$ cat config.mk
export PLATFORM = sky130hd
export DESIGN_NAME = merge_nx1_rr_sched_flat
export DESIGN_NICKNAME = d
export VERILOG_FILES = /design/src/rtl/merge_nx1_rr_sched_if.sv /design/src/rtl/merge_nx1_rr_sched.sv /design/src/flat_wrapper.sv
export SDC_FILE = /design/constraint.sdc
export NUM_CORES = 1
export LEC_CHECK = 0
export BUFFER_PORTS_ARGS = -buffer_cell sky130_fd_sc_hd__buf_2
export CORE_UTILIZATION = 40
export DETAILED_ROUTE_END_ITERATION = 7
export PLACE_DENSITY = 0.76
export SYNTH_ARGS = -nofsm -noshare
export SYNTH_HDL_FRONTEND = slang
export SYNTH_SLANG_ARGS = --single-unit
export TNS_END_PERCENT = 10
$ cat constraint.sdc
create_clock -name clk -period 2.6 [get_ports clk]
set_input_delay 0 -clock clk [delete_from_list [all_inputs] [get_ports clk]]
set_output_delay 0 -clock clk [all_outputs]
set_load 0.01 [all_outputs]
$ cat src/rtl/merge_nx1_rr_sched_if.sv
// Handshake bundle for the N-to-1 round-robin merge node.
// Carries the per-input valid/data/ready, the registered output and grant status.
interface merge_nx1_rr_sched_if #(
    parameter int NUM_IN     = 2,
    parameter int DATA_WIDTH = 32
);
    logic [NUM_IN-1:0]            i_valid;
    logic [NUM_IN*DATA_WIDTH-1:0] i_data_bus;
    logic [NUM_IN-1:0]            o_ready;
    logic                         o_valid;
    logic [DATA_WIDTH-1:0]        o_data_bus;
    logic                         i_ready;
    logic [NUM_IN-1:0]            o_grant;
    logic                         o_busy;

    modport master (
        output i_valid, i_data_bus, i_ready,
        input  o_ready, o_valid, o_data_bus, o_grant, o_busy
    );

    modport slave (
        input  i_valid, i_data_bus, i_ready,
        output o_ready, o_valid, o_data_bus, o_grant, o_busy
    );
endinterface

$ cat src/rtl/merge_nx1_rr_sched.sv
// Round-robin burst scheduler and registered merge for an N-to-1 NoC node.
// Ports: clk, rst (sync, high), i_en (freeze when 0), bus (slave modport).
module merge_nx1_rr_sched #(
    parameter int DATA_WIDTH = 32,
    parameter int NUM_IN     = 2,
    parameter int BURST_LEN  = 4,
    parameter int CNT_WIDTH  = $clog2(BURST_LEN) + 1
) (
    input  logic                clk,
    input  logic                rst,
    input  logic                i_en,
    merge_nx1_rr_sched_if.slave bus
);
    localparam int IDX_W = (NUM_IN > 1) ? $clog2(NUM_IN) : 1;

    typedef enum logic {IDLE, LOCK} state_e;

    state_e                state_q, state_d;
    logic [NUM_IN-1:0]     grant_q, grant_d;
    logic [IDX_W-1:0]      gidx_q, gidx_d;
    logic [IDX_W-1:0]      last_q, last_d;
    logic [CNT_WIDTH-1:0]  cnt_q, cnt_d;
    logic                  valid_q, valid_d;
    logic [DATA_WIDTH-1:0] data_q, data_d;

    logic [DATA_WIDTH-1:0] lane [NUM_IN];
    logic [IDX_W-1:0]      pick_idx;
    logic                  pick_found;
    logic                  take;
    logic                  lock;
    logic [NUM_IN-1:0]     ready;
    logic                  accept;
    logic                  last_beat;

    always_comb begin
        for (int k = 0; k < NUM_IN; k++) begin
            lane[k] = bus.i_data_bus[k*DATA_WIDTH +: DATA_WIDTH];
        end
    end

    // First valid input after last_q, searching upward with wrap.
    always_comb begin
        int               j;
        logic [IDX_W-1:0] jx;
        j          = 0;
        jx         = '0;
        pick_idx   = '0;
        pick_found = 1'b0;
        for (int k = 1; k <= NUM_IN; k++) begin
            j = int'(last_q) + k;
            if (j >= NUM_IN) begin
                j = j - NUM_IN;
            end
            jx = IDX_W'(j);
            if (!pick_found && bus.i_valid[jx]) begin
                pick_found = 1'b1;
                pick_idx   = jx;
            end
        end
    end

    assign take      = !valid_q || bus.i_ready;
    assign lock      = (state_q == LOCK);
    assign ready     = grant_q & {NUM_IN{take && i_en && lock}};
    assign accept    = |(ready & bus.i_valid);
    assign last_beat = (cnt_q == CNT_WIDTH'(BURST_LEN - 1));

    always_comb begin
        state_d = state_q;
        grant_d = grant_q;
        gidx_d  = gidx_q;
        last_d  = last_q;
        cnt_d   = cnt_q;
        valid_d = valid_q;
        data_d  = data_q;
        if (i_en) begin
            unique case (state_q)
                IDLE: begin
                    if (pick_found) begin
                        grant_d           = '0;
                        grant_d[pick_idx] = 1'b1;
                        gidx_d            = pick_idx;
                        cnt_d             = '0;
                        state_d           = LOCK;
                    end
                end
                LOCK: begin
                    // A dropped valid or a full burst hands the grant on.
                    if (!bus.i_valid[gidx_q] || (accept && last_beat)) begin
                        last_d  = gidx_q;
                        grant_d = '0;
                        cnt_d   = '0;
                        state_d = IDLE;
                    end else if (accept) begin
                        cnt_d = cnt_q + CNT_WIDTH'(1);
                    end
                end
                default: state_d = IDLE;
            endcase
            // take guarantees the old beat drains on any accept.
            if (accept) begin
                valid_d = 1'b1;
                data_d  = lane[gidx_q];
            end else if (bus.i_ready && valid_q) begin
                valid_d = 1'b0;
            end
        end
    end

    always_ff @(posedge clk) begin
        if (rst) begin
            state_q <= IDLE;
            grant_q <= '0;
            gidx_q  <= '0;
            last_q  <= IDX_W'(NUM_IN - 1);
            cnt_q   <= '0;
            valid_q <= 1'b0;
            data_q  <= '0;
        end else begin
            state_q <= state_d;
            grant_q <= grant_d;
            gidx_q  <= gidx_d;
            last_q  <= last_d;
            cnt_q   <= cnt_d;
            valid_q <= valid_d;
            data_q  <= data_d;
        end
    end

    assign bus.o_ready    = ready;
    assign bus.o_valid    = valid_q;
    assign bus.o_data_bus = data_q;
    assign bus.o_grant    = grant_q;
    assign bus.o_busy     = lock;
endmodule

$ cat src/flat_wrapper.sv
// flat-port wrapper written by rule: the top's interface ports become plain ports
module merge_nx1_rr_sched_flat 
#(
    parameter int DATA_WIDTH = 32,
    parameter int NUM_IN     = 2,
    parameter int BURST_LEN  = 4,
    parameter int CNT_WIDTH  = $clog2(BURST_LEN) + 1
)
  (clk, rst, i_en, bus_i_valid, bus_i_data_bus, bus_i_ready, bus_o_ready, bus_o_valid, bus_o_data_bus, bus_o_grant, bus_o_busy);
  merge_nx1_rr_sched_if #(.NUM_IN(NUM_IN), .DATA_WIDTH(DATA_WIDTH)) bus_i ();
  input  logic clk;
  input  logic rst;
  input  logic i_en;
  input wire logic [$bits(bus_i.i_valid)-1:0] bus_i_valid;
  input wire logic [$bits(bus_i.i_data_bus)-1:0] bus_i_data_bus;
  input wire logic [$bits(bus_i.i_ready)-1:0] bus_i_ready;
  output wire logic [$bits(bus_i.o_ready)-1:0] bus_o_ready;
  output wire logic [$bits(bus_i.o_valid)-1:0] bus_o_valid;
  output wire logic [$bits(bus_i.o_data_bus)-1:0] bus_o_data_bus;
  output wire logic [$bits(bus_i.o_grant)-1:0] bus_o_grant;
  output wire logic [$bits(bus_i.o_busy)-1:0] bus_o_busy;
  assign bus_i.i_valid = bus_i_valid;
  assign bus_i.i_data_bus = bus_i_data_bus;
  assign bus_i.i_ready = bus_i_ready;
  assign bus_o_ready = bus_i.o_ready;
  assign bus_o_valid = bus_i.o_valid;
  assign bus_o_data_bus = bus_i.o_data_bus;
  assign bus_o_grant = bus_i.o_grant;
  assign bus_o_busy = bus_i.o_busy;
  merge_nx1_rr_sched #(.DATA_WIDTH(DATA_WIDTH), .NUM_IN(NUM_IN), .BURST_LEN(BURST_LEN), .CNT_WIDTH(CNT_WIDTH)) u_core (.clk(clk), .rst(rst), .i_en(i_en), .bus(bus_i));
endmodule
==> summary.md <==
| Metric | Value |
|---|---|
| Area used by multi-input combinational logic | `1140 µm²` |
| Proportion of layout cells with a drive suffix above 1 | `52.0%` |
| Via count normalized by instance count | `4.81` |
| Most used cells in the layout excluding fill and tap cells | `107 x sky130_fd_sc_hd__buf_2, 40 x sky130_fd_sc_hd__dfxtp_1, 36 x sky130_fd_sc_hd__nor2_1` |
| Drc violations | `0` |
| Via count of the first global-routing pass | `1510` |
| CTS tree | `yes` |
| Internal reg-to-reg setup slack | `850 ps` |
| Aggregate negative setup slack | `0 ps` |
| Post-CTS Setup Repair Bufs | `0` |
| Cells along the critical path | `nand2_2, nor3_4, buf_4, a21oi_1, nor3b_1` |
| Per-cell routed wire length | `11.8 µm` |
| Relative slew margins | `57.0%` |
| Warnings from Yosys | `0` |
| Routed vias | `1810` |
| Clock tree sinks | `41` |
| Data required time at the worst endpoint | `2740 ps` |
| Setup Viol. Count Final | `0` |
| Worst setup path class | `flip-flop to flip-flop` |
| Leading cell type in the layout, fill and taps excluded | `sky130_fd_sc_hd__buf_2` |
| GRT overflow | `0` |
| Effective utilization at floorplan | `41.4%` |
| Number of library cell types mapped by synthesis | `35` |
| Post-DP Area | `2640 µm²` |
| DIE HEIGHT | `74.7 µm` |
| Arrival time of data at the critical path endpoint | `1900 ps` |
| Utilization after layout | `53.8%` |
| Fin area | `2750 µm²` |
| H-tree depth | `2` |
| R2r worst-path depth | `5` |
| DP Worst Slack | `874 ps` |
| Post-synthesis cell count | `204` |
| Type of element capturing the critical path | `flip-flop` |
| Number of top-level pins | `108` |
| Total power after layout | `1320 µW` |
| GRT Total Usage | `15.5%` |
| Post-synthesis net count | `276` |
| Mean instance size in the synthesized netlist | `10.4 µm²` |
| CTS root buf | `sky130_fd_sc_hd__clkbuf_8` |
| Final count of hold timing violations | `0` |
| First-pass GRT wire length | `6540 µm` |
| Maximum net fanout on the critical path | `29` |
| Delay contributed by the slowest stage of the critical path | `520 ps` |
| Leakage | `0.00114 µW` |
| Power Density | `482 nW/µm²` |
| Worst flop-to-flop path startpoint | `u_core.bus.o_busy` |
| Largest net degree at the start of global routing | `42` |
| Routability Congestion | `0.811` |
| Area added between synthesis and finish | `30.0%` |
| Number of storage elements in the synthesis netlist | `41` |
| Crit share post-route | `67.4%` |
| Slowest cell on crit path | `sky130_fd_sc_hd__dfxtp_1` |
| Transition time at the pin with the least slew margin | `645 ps` |
| Hold path cells | `4` |
| Clock buffer count from CTS | `5` |
| Floorplan die width | `74.7 µm` |
| Std-Cell Rows | `26` |
| Capture point of the worst reg-to-reg path | `u_core.bus.o_busy` |
| Result of the run | `finished, final reports clean` |
| Min-Delay Endpoint | `u_core.bus.o_valid` |
| DR iter-0 viols | `33` |
| Worst hold path class | `input pin to flip-flop` |
| Number of buffers added to fix hold violations after cts | `0` |
| Number of nets in the final layout | `378` |
| Cell Area, Synth | `2110 µm²` |
| Antenna-violating nets left | `0` |
| Number of antenna violations at the first check in global routing | `0` |
| Worst hold start | `bus_i_ready` |
| Cell family contributing the most delay on the critical path | `simple AND/OR/NAND/NOR gates` |
| Maximum buffer depth of the clock tree | `2` |
| CORE AREA | `5110 µm²` |
| CP Buf/Inv Count | `1` |
| Fin Clk Skew | `6.21 ps` |
| Final-report max-slew violation count | `0` |
| Fin crit period | `1750 ps` |
| Sequential cell area | `822 µm²` |
| Clock Pin Slew Worst Setup and Hold Paths | `70 ps` |
| Max-cap violations | `0` |
| Diode insertion count for antenna repair | `0` |
| Detailed-router iteration count before antenna repair | `4` |
| Count of fill cells added during filler insertion | `492` |
| Unrepaired setup endpoints after global routing | `no` |
| CP startpoint kind | `flip-flop` |
| Share of the yosys chip area belonging to registers | `38.9%` |
| Clock insertion delay at the later pin of the skew report | `290 ps` |
| Maximum operating frequency | `571 MHz` |
| Hpwl dp | `3230 µm` |
| Area of the die | `5570 µm²` |
| Quantity of I/O buffers inserted on ports | `107` |
| Max VDD drop | `0.378 mV` |
| Final critical-path setup slack | `847 ps` |
| Quantity of gates resized following cts | `0` |
| Detailed-route wire length | `4450 µm` |
## report_power, final
group	internal (µW)	switching, µW
registers	641	16.1
logic	89.0	92.2
clock network	279	208
## per-layer routing
| metal | part of all wire [%] | global-route usage, % |
|---|---|---|
| met2 | 48 | 26.7 |
| met5 | 0 | 0 |
| met3 | 7.7 | 5.22 |
| met1 | 43 | 18.0 |
| met4 | 1.0 | 5.03 |
## worst reg2reg max path, delay by kind of cell, from the launching register on
| kind | cells | cell delay, ps |
|---|---|---|
| flip-flops | 1 | 520 |
| AO/OA/AOI/OAI | 1 | 190 |
| AND/OR/NAND/NOR | 3 | 560 |
| buffers and inverters | 1 | 340 |
## cell families after synthesis
logic type / synth area share [%]
buffers and inverters: 6.93
AOI/OAI and AO/OA: 24.7
DFF: 38.9
adders and majority gates: 1.18
and+or+nand+nor: 12.1
muxes: 16.2
## layout make-up
cell class	count	share of cell area, %
clock inverters	2	1.28
inverters	6	0.820
multi-input cells	141	41.7
repair buffers	111	20.6
well taps	70	3.19
flip-flops and latches	41	29.9
clock buffers	5	2.51
## synth_stat cells
cell type | number | area share, %
sky130_fd_sc_hd__clkbuf_1 | 5 | 0.89
sky130_fd_sc_hd__buf_6 | 5 | 2.7
sky130_fd_sc_hd__or2_2 | 1 | 0.30
sky130_fd_sc_hd__nand3_2 | 1 | 0.47
sky130_fd_sc_hd__nand3_1 | 2 | 0.47
sky130_fd_sc_hd__o22ai_2 | 1 | 0.59
sky130_fd_sc_hd__nor2_1 | 36 | 6.4
sky130_fd_sc_hd__nand2b_1 | 1 | 0.30
sky130_fd_sc_hd__nor3_4 | 1 | 0.77
sky130_fd_sc_hd__mux2i_1 | 33 | 16
sky130_fd_sc_hd__buf_12 | 1 | 0.95
sky130_fd_sc_hd__nor2_2 | 1 | 0.30
sky130_fd_sc_hd__a22oi_1 | 1 | 0.36
sky130_fd_sc_hd__nor3_1 | 2 | 0.47
sky130_fd_sc_hd__nand2_1 | 6 | 1.1
sky130_fd_sc_hd__o21ai_0 | 2 | 0.47
sky130_fd_sc_hd__a21boi_0 | 1 | 0.36
sky130_fd_sc_hd__mux2_1 | 1 | 0.53
sky130_fd_sc_hd__buf_4 | 2 | 0.71
sky130_fd_sc_hd__a21oi_2 | 1 | 0.41
sky130_fd_sc_hd__a21oi_1 | 5 | 1.2
sky130_fd_sc_hd__nor3b_1 | 2 | 0.71
sky130_fd_sc_hd__dfxtp_1 | 41 | 39
sky130_fd_sc_hd__inv_1 | 6 | 1.1
sky130_fd_sc_hd__a31oi_1 | 1 | 0.30
sky130_fd_sc_hd__o221a_2 | 1 | 0.53
sky130_fd_sc_hd__a211oi_2 | 32 | 19
sky130_fd_sc_hd__ha_1 | 2 | 1.2
sky130_fd_sc_hd__buf_1 | 1 | 0.18
sky130_fd_sc_hd__o32ai_1 | 2 | 0.83
sky130_fd_sc_hd__buf_2 | 2 | 0.47
sky130_fd_sc_hd__o21a_1 | 1 | 0.36
sky130_fd_sc_hd__a21o_1 | 1 | 0.36
sky130_fd_sc_hd__nand2_2 | 1 | 0.30
sky130_fd_sc_hd__nor2b_1 | 2 | 0.59
## metrics by stage
| step | std cells | hold slack, ps |
|---|---|---|
| after global placement | 369 | 329 |
| after CTS | 376 | 35.1 |
| after detailed placement | 369 | 343 |
| after floorplan | 204 | 171 |
| after global routing | 376 | 49.8 |
| final | 376 | 40.4 |
## worst max-delay path by stage
stage / startpoint / endpoint / slack, ps / depth (start not counted)
finish: u_core.bus.o_busy / u_core.bus.o_busy / 850 / 5
global route: u_core.bus.o_busy / u_core.bus.o_data_bus[23] / 720 / 5
CTS: u_core.bus.o_busy / u_core.bus.o_data_bus[19] / 840 / 5
detailed placement: u_core.bus.o_busy / u_core.cnt_q[2] / 870 / 5
global placement: u_core.bus.o_valid / u_core.cnt_q[1] / 970 / 5
floorplan: u_core.bus.o_busy / u_core.bus.o_data_bus[10] / 1080 / 5
## flip-flops by register name, summed over array words and instances (netlist names)
signal,count
u_core.bus.o_valid,1
u_core.bus.o_busy,1
u_core.last_q,1
u_core.bus.o_grant,2
u_core.cnt_q,3
u_core.gidx_q,1
u_core.bus.o_data_bus,32
Note: power is estimated with default switching activity, not from simulation.
